### config.mk
export PLATFORM = sky130hd
export DESIGN_NAME = systolic_array_flat
export DESIGN_NICKNAME = d
export VERILOG_FILES = /design/src/rtl/systolic_array_if.sv /design/src/rtl/systolic_array.sv /design/src/flat_wrapper.sv
export SDC_FILE = /design/constraint.sdc
export NUM_CORES = 2
export LEC_CHECK = 0
export ABC_AREA = 1
export CORE_ASPECT_RATIO = 0.6
export CORE_UTILIZATION = 30
export CTS_BUF_LIST = sky130_fd_sc_hd__clkbuf_16
export DETAILED_ROUTE_END_ITERATION = 7
export GPL_ROUTABILITY_DRIVEN = 0
export SLEW_MARGIN = 30
export SYNTH_ARGS = -nofsm -noshare
export SYNTH_HDL_FRONTEND = slang
export SYNTH_SLANG_ARGS = --single-unit
### constraint.sdc
create_clock -name clk -period 17.1 [get_ports clk]
set_clock_uncertainty 0.2 [all_clocks]
set_input_delay 2.565 -clock clk [delete_from_list [all_inputs] [get_ports clk]]
set_output_delay 2.565 -clock clk [all_outputs]
set_load 0.02 [all_outputs]
### src/rtl/systolic_array_if.sv
// Host-side bus of the 4x4 systolic matrix-multiply engine: byte writes,
// run enable, writeback readout and completion flag.
interface systolic_array_if;
  logic        we;
  logic        ena;
  logic [1:0]  sel;
  logic [3:0]  addr;
  logic [7:0]  data_in;
  logic [31:0] data_out;
  logic        done;

  modport master (
    output we, ena, sel, addr, data_in,
    input  data_out, done
  );

  modport slave (
    input  we, ena, sel, addr, data_in,
    output data_out, done
  );
endinterface

### src/rtl/systolic_array.sv
// 4x4 weight-stationary systolic multiplier: weight preload, skewed feature
// streaming, 8-bit saturation, deskew, threshold activation and writeback.
module systolic_array (
  input logic             clk,
  input logic             reset,
  systolic_array_if.slave bus
);

  typedef enum logic [1:0] {S_IDLE, S_RUN, S_DONE} state_t;

  state_t      r_state, w_state_next;
  logic [3:0]  r_cnt, w_cnt_next;
  logic        w_run, w_clear, w_preload, w_wb_en;
  logic [1:0]  w_pre_row, w_wb_row;
  logic [4:0]  w_nn;

  logic [31:0] r_wmem  [4];
  logic [31:0] r_fmem  [4];
  logic [31:0] r_wbmem [4];
  logic [7:0]  r_thr;

  logic [7:0]  r_w  [4][4];
  logic [7:0]  r_a  [4][4];
  logic [31:0] r_ps [4][4];
  logic [7:0]  w_w_src  [4][4];
  logic [7:0]  w_a_src  [4][4];
  logic [31:0] w_ps_src [4][4];

  logic [7:0]  r_skew [4];
  logic [7:0]  w_skew_next [4];
  logic [7:0]  r_d0 [3];
  logic [7:0]  r_d1 [2];
  logic [7:0]  r_d2;
  logic [7:0]  w_q [4];
  logic [7:0]  w_al [4];
  logic [31:0] w_wb_word;

  // Sequencer: ena low always forces idle and clears the array on the next edge.
  always_comb begin
    w_state_next = r_state;
    w_cnt_next   = r_cnt;
    w_clear      = 1'b0;
    w_run        = 1'b0;
    if (!bus.ena) begin
      w_state_next = S_IDLE;
      w_cnt_next   = '0;
      w_clear      = 1'b1;
    end else begin
      case (r_state)
        S_IDLE, S_RUN: begin
          w_run        = 1'b1;
          w_cnt_next   = r_cnt + 4'd1;
          w_state_next = (r_cnt == 4'd14) ? S_DONE : S_RUN;
        end
        default: ;
      endcase
    end
  end

  always_ff @(posedge clk) begin
    if (reset) begin
      r_state <= S_IDLE;
      r_cnt   <= '0;
    end else begin
      r_state <= w_state_next;
      r_cnt   <= w_cnt_next;
    end
  end

  assign w_preload = w_run && (r_cnt < 4'd4);
  assign w_wb_en   = w_run && (r_cnt >= 4'd11) && (r_cnt <= 4'd14);
  assign w_pre_row = ~r_cnt[1:0];
  assign w_wb_row  = 2'(r_cnt - 4'd11);
  assign bus.done  = (r_state == S_DONE);
  assign bus.data_out = r_wbmem[bus.addr[1:0]];

  always_ff @(posedge clk) begin
    if (reset) begin
      for (int unsigned i = 0; i < 4; i++) begin
        r_wmem[i] <= '0;
        r_fmem[i] <= '0;
      end
      r_thr <= '0;
    end else if (bus.we && !bus.ena) begin
      case (bus.sel)
        2'd0: r_wmem[bus.addr[3:2]][{bus.addr[1:0], 3'b000} +: 8] <= bus.data_in;
        2'd1: r_fmem[bus.addr[3:2]][{bus.addr[1:0], 3'b000} +: 8] <= bus.data_in;
        2'd2: r_thr <= bus.data_in;
        default: ;
      endcase
    end
  end

  always_comb begin
    for (int unsigned r = 0; r < 4; r++) begin
      for (int unsigned c = 0; c < 4; c++) begin
        w_w_src[r][c]  = '0;
        w_a_src[r][c]  = '0;
        w_ps_src[r][c] = '0;
      end
    end
    for (int unsigned c = 0; c < 4; c++)
      w_w_src[0][c] = r_wmem[w_pre_row][8*c +: 8];
    for (int unsigned r = 1; r < 4; r++) begin
      for (int unsigned c = 0; c < 4; c++) begin
        w_w_src[r][c]  = r_w[r-1][c];
        w_ps_src[r][c] = r_ps[r-1][c];
      end
    end
    for (int unsigned r = 0; r < 4; r++) begin
      w_a_src[r][0] = r_skew[r];
      for (int unsigned c = 1; c < 4; c++)
        w_a_src[r][c] = r_a[r][c-1];
    end
  end

  // Skew register r is loaded for the next cycle's n: feature k byte r when n == k + r.
  always_comb begin
    w_nn = {1'b0, r_cnt} - 5'd3;
    for (int unsigned r = 0; r < 4; r++) begin
      w_skew_next[r] = '0;
      for (int unsigned k = 0; k < 4; k++) begin
        if (r_cnt >= 4'd3 && w_nn == 5'(k + r))
          w_skew_next[r] = r_fmem[k][8*r +: 8];
      end
    end
  end

  always_ff @(posedge clk) begin
    if (reset || w_clear) begin
      for (int unsigned r = 0; r < 4; r++) begin
        for (int unsigned c = 0; c < 4; c++) begin
          r_w[r][c]  <= '0;
          r_a[r][c]  <= '0;
          r_ps[r][c] <= '0;
        end
        r_skew[r] <= '0;
      end
      for (int unsigned i = 0; i < 3; i++) r_d0[i] <= '0;
      for (int unsigned i = 0; i < 2; i++) r_d1[i] <= '0;
      r_d2 <= '0;
    end else if (w_run) begin
      for (int unsigned r = 0; r < 4; r++) begin
        for (int unsigned c = 0; c < 4; c++) begin
          if (w_preload) r_w[r][c] <= w_w_src[r][c];
          r_a[r][c]  <= w_a_src[r][c];
          r_ps[r][c] <= ({24'd0, w_a_src[r][c]} * {24'd0, r_w[r][c]}) + w_ps_src[r][c];
        end
        r_skew[r] <= w_skew_next[r];
      end
      r_d0[0] <= w_q[0];
      r_d0[1] <= r_d0[0];
      r_d0[2] <= r_d0[1];
      r_d1[0] <= w_q[1];
      r_d1[1] <= r_d1[0];
      r_d2    <= w_q[2];
    end
  end

  always_comb begin
    for (int unsigned c = 0; c < 4; c++)
      w_q[c] = (|r_ps[3][c][31:8]) ? 8'hff : r_ps[3][c][7:0];
    w_al[0] = r_d0[2];
    w_al[1] = r_d1[1];
    w_al[2] = r_d2;
    w_al[3] = w_q[3];
    w_wb_word = '0;
    for (int unsigned c = 0; c < 4; c++)
      w_wb_word[8*c +: 8] = (w_al[c] >= r_thr) ? w_al[c] : 8'd0;
  end

  always_ff @(posedge clk) begin
    if (reset) begin
      for (int unsigned i = 0; i < 4; i++) r_wbmem[i] <= '0;
    end else if (w_wb_en) begin
      r_wbmem[w_wb_row] <= w_wb_word;
    end
  end

endmodule

### src/flat_wrapper.sv
// flat-port wrapper written by rule: the top's interface ports become plain ports
module systolic_array_flat 
  (clk, reset, bus_we, bus_ena, bus_sel, bus_addr, bus_data_in, bus_data_out, bus_done);
  systolic_array_if bus_i ();
  input logic clk;
  input logic reset;
  input wire logic [$bits(bus_i.we)-1:0] bus_we;
  input wire logic [$bits(bus_i.ena)-1:0] bus_ena;
  input wire logic [$bits(bus_i.sel)-1:0] bus_sel;
  input wire logic [$bits(bus_i.addr)-1:0] bus_addr;
  input wire logic [$bits(bus_i.data_in)-1:0] bus_data_in;
  output wire logic [$bits(bus_i.data_out)-1:0] bus_data_out;
  output wire logic [$bits(bus_i.done)-1:0] bus_done;
  assign bus_i.we = bus_we;
  assign bus_i.ena = bus_ena;
  assign bus_i.sel = bus_sel;
  assign bus_i.addr = bus_addr;
  assign bus_i.data_in = bus_data_in;
  assign bus_data_out = bus_i.data_out;
  assign bus_done = bus_i.done;
  systolic_array u_core (.clk(clk), .reset(reset), .bus(bus_i));
endmodule
* Word level (Yosys, flattened, before mapping) *
Memory sizes are Yosys's and may differ from the RTL's.
Index checks and enable logic that the tools add are counted.

operators by class
  add/sub/neg operators = 16
  multipliers = 16
  order comparisons = 8
  equality and inequality tests = 11
  shift-type cells = 2
  multiplexer cells = 116
  bitwise logic cells = 59
  reduce and logical (&&, ||, !) cells = 26

operator list
  kind                      number
  $mux W32                  23
  $mux W8                   65
  $add A16 B32 Y32          12
  $mul A8 B8 Y16            16
  $reduce_or A24 Y1         4
  $reduce_or A32 Y1         3
  $or A1 B1 Y1              57
  $ge A8 B8 Y1              4
  $shift A8 B7 Y32 const A  1
  $shiftx A8 B7 Y32         1
  $mux W1                   24
  $eq A5 B3 Y1 const B      3
  $logic_and A1 B1 Y1       11
  $eq A5 B2 Y1 const B      2
  $mux W2                   4
  $neg A5 Y7                1
  $eq A5 B1 Y1 const B      1
  $logic_not A5 Y1          1
  $sub A4 B2 Y5 const B     1
  $add A4 B1 Y4 const B     1
  $eq A2 B1 Y1 const B      2
  $eq A2 B2 Y1 const B      2
  $eq A4 B4 Y1 const B      1
  $ge A4 B2 Y1 const B      1
  11 further kinds          13

word-level totals
  register bits after elaboration = 22
  bits in writable memories = 1224
  output and inout bits = 33
  logic and storage cells = 267
  memories = 9

memories
  memory          words  width  read ports  clocked after Yosys merged registers in  write ports  line                  text
  u_core.r_ps     4      128    4           0                                        4            systolic_array.sv:24  logic [31:0] r_ps [4][4];
  u_core.r_a      4      32     4           0                                        4            systolic_array.sv:23  logic [7:0] r_a [4][4];
  u_core.r_fmem   4      32     4           0                                        4            systolic_array.sv:18  logic [31:0] r_fmem [4];
  u_core.r_w      4      32     4           0                                        4            systolic_array.sv:22  logic [7:0] r_w [4][4];
  u_core.r_wbmem  4      32     1           0                                        4            systolic_array.sv:19  logic [31:0] r_wbmem [4];
  u_core.r_wmem   4      32     1           0                                        4            systolic_array.sv:17  logic [31:0] r_wmem [4];
  +3 memories     --     --     --          --                                       --           --

* Depth between registers and ports, before layout *
  depth after elaboration = 11
  gate-level depth with buffers = 23
  mapped depth without buffers = 22

* Worst setup path before layout *
Ideal clock, no wire load.

  path type = input to register
  from = input bus_ena
  to = memory u_core.r_a[0][10] (netlist bit), enable pin
  library setup time = 3.563 ns
  arrival = 11.132 ns
  data required time = 13.337 ns
  path slack = 2.205 ns
  stages = 4
  path buffers = 1
  path through = inv_1 > nor2_1 > clkbuf_1 > nand2_1

RTL lines
  item                line                  text
  start: declaration  flat_wrapper.sv:8     input wire logic [$bits(bus_i.ena)-1:0] bus_ena;
  end: declaration    systolic_array.sv:23

* Worst setup path after layout *
  from = input bus_addr[1]
  to = output bus_data_out[8]

on the way
  longest elaborated chain between the ends = 1

ends and longest elaborated chain
  item                line                text
  start: declaration  flat_wrapper.sv:10  input wire logic [$bits(bus_i.addr)-1:0] bus_addr;
  $mem_v2 Z4 W32      --
  end: declaration    flat_wrapper.sv:12  output wire logic [$bits(bus_i.data_out)-1:0] bus_data_out;

Every way passes these cells.

==> run_results.csv <==
group,metric,value,unit
die,design.core.area,0.283,mm²
routing,drt-initial-drc-count,5602,
critical_path,destination_of_the_worst_register_to_register_timing_path,"u_core.r_ps[1][247]$_SDFFCE_PN0P_",
critical_path,timing.reg2reg.worst_path_depth,18,
routing,final_antenna_net_count,0,
sta,holdWs,0.270,ns
grt,grt_use_total,14.8,%
critical_path,crit-reg2reg-launch,"u_core.r_skew[3][6]$_SDFFCE_PN0P_",
cells_and_area,layout.filler_cells,29500,
synthesis,syn_inst,10200,
sta,hold_viol,0,
critical_path,r2r_slack,11.89,ns
synthesis,synthesis.area,0.0858,mm²
cells_and_area,regArea,0.0308,mm²
clocking,post_cts_resize_count,0,
sta,timing.fmax,129,MHz
placed_design,post_detail_place_hpwl,167000,µm
critical_path,arrival,4.99,ns
synthesis,synth_area_per_cell,8.39,µm²
power_and_ir_drop,p_seq_share,53.3,%
clocking,ctsLongestPathBuffers,3,
placed_design,placedInstanceArea,0.0897,mm²
worst_hold_path,holdPathStages,2,
synthesis,synth-edff-count,1011,
power_and_ir_drop,leakagePower,46.9,nW
clocking,postCtsHoldBufs,0,
die,num_io_pins,51,
critical_path,critical_path.startpoint_type,"primary input",
synthesis,synth.ff_latch_count,1033,
placed_design,placement.io_buffers,50,
sta,final.period_utilization,45.4,%
die,fp.dieH,416,µm
cells_and_area,cell_area_after_layout,0.0930,mm²
sta,grt_setup_unrepaired,"false",
clocking,clk-insertion-delay-late,0.74,ns
routing,wl_per_cell,15.4,µm
clocking,cts.htree.levels,3,
critical_path,crit_path_max_fanout,35,
critical_path,setup.worst_path.end_class,"output port",
power_and_ir_drop,netSwitchingFraction,24.1,%
critical_path,critPathSlowestCell,"clkdlybuf4s50_1",
cells_and_area,layout.cells.most_common_list,"inv_1 (2,702), nand2_1 (2,024), nor2_1 (1,232), edfxtp_1 (1,011), fa_1 (748)",
routing,drtPass1Iterations,6,
routing,vias_per_cell,4.49,
grt,antenna_found_initial,7,
power_and_ir_drop,report.power.total,5.36,mW
power_and_ir_drop,combPwrFrac,3.9,%
synthesis,synthArstFlopShare,0,%
run,timing.max_cap.violations,0,
sta,final.setup.tns,0,ns
cells_and_area,syn2layout_area_growth,8.37,%
routing,routed_wl,214000,µm
die,row_count,151,
sta,timing_worst_slew_pin_value,1.01,ns
clocking,cts.root.buffer_cell,"clkbuf_16",
grt,grt_pass1_wl,341000,µm
die,die_outline_width,693,µm
synthesis,synth_seq_area_share,35.9,%
grt,grt_pass1_vias,59800,
clocking,clkTransAtPathRegs,0.07,ns
grt,overflow,0,
critical_path,crit_type,"in -> out",
die,initial_utilization,30.3,%
cells_and_area,drive_gt1_share,2.63,%
sta,period_minus_slack,7.75,ns
sta,max_slew_margin,32.4,%
power_and_ir_drop,ir_worst_vdd,71.1,µV
sta,setup-violations-final,0,
synthesis,dominantRegCellSynth,"edfxtp_1",
clocking,cts.sink_count,1033,
cells_and_area,layout.cells.most_common,"inv_1",
cells_and_area,multi_input_area,0.0433,mm²
clocking,post_cts.repair.setup_buffers,0,
die,die-area,0.288,mm²
power_and_ir_drop,internal_power_contribution,4.07,mW
clocking,cts_made_buffers,97,
worst_hold_path,type_of_the_most_critical_hold_path,"reg -> reg",
critical_path,req_time_crit_path,14.34,ns
synthesis,synth_cell_type_count,49,
synthesis,synth-warning-count,0,
worst_hold_path,hold_path_startpoint,"u_core.r_ps[1][164]$_SDFFCE_PN0P_",
critical_path,critical-path-max-stage-delay,0.64,ns
worst_hold_path,worst_hold_path.endpoint,"u_core.r_d2[4]$_SDFFE_PP0P_",
routing,drcViolationCount,0,
run_status,status,"finished, final reports clean",
power_and_ir_drop,clkPwrFrac,42.8,%
sta,final_max_slew_viol_count,0,
grt,grt_start_max_net_pins,87,
routing,routed-via-count,62200,
critical_path,path_cells,"clkdlybuf4s50_1 -> buf_4 -> inv_1 -> buf_4 -> o21ai_0 -> o22ai_1 -> clkdlybuf4s50_1",
clocking,tritoncts,"done",
cells_and_area,finish.net_count,11400,
power_and_ir_drop,power_density,57.6,mW/mm²
power_and_ir_drop,power.switching,1.29,mW
## stage by stage
stage,util [%],std cells,worst slack (ns)
2_1_floorplan,-,10200,2.20
3_3_place_gp,31.7,13700,9.35
4_1_cts,32.8,13800,9.33
3_5_place_dp,31.7,13700,9.33
6_report,32.8,13800,9.35
5_1_grt,32.8,13800,9.15
## power groups by stage
stage	registers (mW)	logic [mW]	clock network (mW)
final	2.86	0.209	2.30
after global routing	2.86	0.230	2.43
after CTS	2.85	0.207	2.34
after detailed placement	2.91	0.207	0
after global placement	2.91	0.206	0
after floorplan	2.88	0.142	0
## critical path, delay by kind of cell
kind                   cells  cell delay [ns]
buffers and inverters      5             1.89
AO/OA/AOI/OAI              2             0.42
## sequential cells by signal (all words and copies together), names as in the netlist
name            flops
u_core.r_wmem     128
u_core.r_fmem     128
u_core.r_w        128
u_core.r_d2         8
u_core.r_skew      32
u_core.r_a         96
u_core.r_state      2
u_core.r_d1        16
u_core.r_wbmem    128
u_core.r_d0        24
u_core.r_ps       331
u_core.r_thr        8
u_core.r_cnt        4
## cell type report
cell class	count	share of cell area (%)
Clock inverter	85	0.866
Multi-Input combinational cell	6099	46.6
Timing Repair Buffer	88	0.896
Antenna cell	2	0.00538
Clock buffer	97	2.61
Sequential cell	1033	33.1
Inverter	2695	10.9
Tap cell	3748	5.04
## how the worst max path moves through the flow
stage / cells past startpoint / slack [ns] / start / end
after floorplan: 4 / 2.20 / bus_ena / u_core.r_a[0][10]$_SDFFCE_PN0P_
after global placement: 7 / 9.35 / bus_addr[1] / bus_data_out[15]
after detailed placement: 7 / 9.33 / bus_addr[1] / bus_data_out[15]
after CTS: 7 / 9.33 / bus_addr[1] / bus_data_out[15]
after global routing: 7 / 9.15 / bus_addr[1] / bus_data_out[15]
final: 7 / 9.35 / bus_addr[1] / bus_data_out[8]
## cell usage after synthesis (4+ instances only)
cell,number,share of area (%)
clkbuf_1,346,1.5
a31oi_1,8,0.058
nand2_2,33,0.24
nor2_1,1233,5.4
nor2_2,5,0.036
nand3_1,238,1.4
buf_2,50,0.29
nor4_1,15,0.11
nand4_1,69,0.50
edfxtp_1,1011,35
o21ai_0,374,2.2
or2_2,11,0.080
nand3b_1,10,0.087
dfxtp_1,22,0.51
nor3_1,39,0.23
a21oi_1,447,2.6
fa_1,748,17
buf_1,11,0.048
buf_6,7,0.092
xor2_1,6,0.061
nor2_4,7,0.092
ha_1,669,9.8
o21ai_1,12,0.070
o21a_1,13,0.11
inv_1,2688,12
or2_0,7,0.051
and2_1,10,0.073
nand2_1,2025,8.9
o22ai_1,34,0.25
a21o_1,27,0.24
nor3b_1,8,0.070
clkinv_1,4,0.017
o21bai_1,17,0.15
## kinds of logic after synthesis
| kind of cell | after synthesis | synth area share, % |
|---|---|---|
| xor+xnor | 8 | 0.0816 |
| compound gates | 942 | 5.76 |
| simple gates | 3718 | 17.3 |
| other cells | 1 | 0.00437 |
| flops | 1033 | 35.9 |
| fa+ha+maj | 1417 | 27.2 |
| buf+inv | 3112 | 13.8 |
## per-layer routing
| metal | routed length (µm) | up-vias | track usage (%) |
|---|---|---|---|
| met4 | 3270 | 0 | 2.27 |
| li1 | - | 30500 | - |
| met3 | 21200 | 200 | 3.93 |
| met2 | 77200 | 1978 | 19.3 |
| met5 | 0 | - | 0 |
| met1 | 112000 | 29500 | 24.1 |
Power figures use the tool's default switching activity.
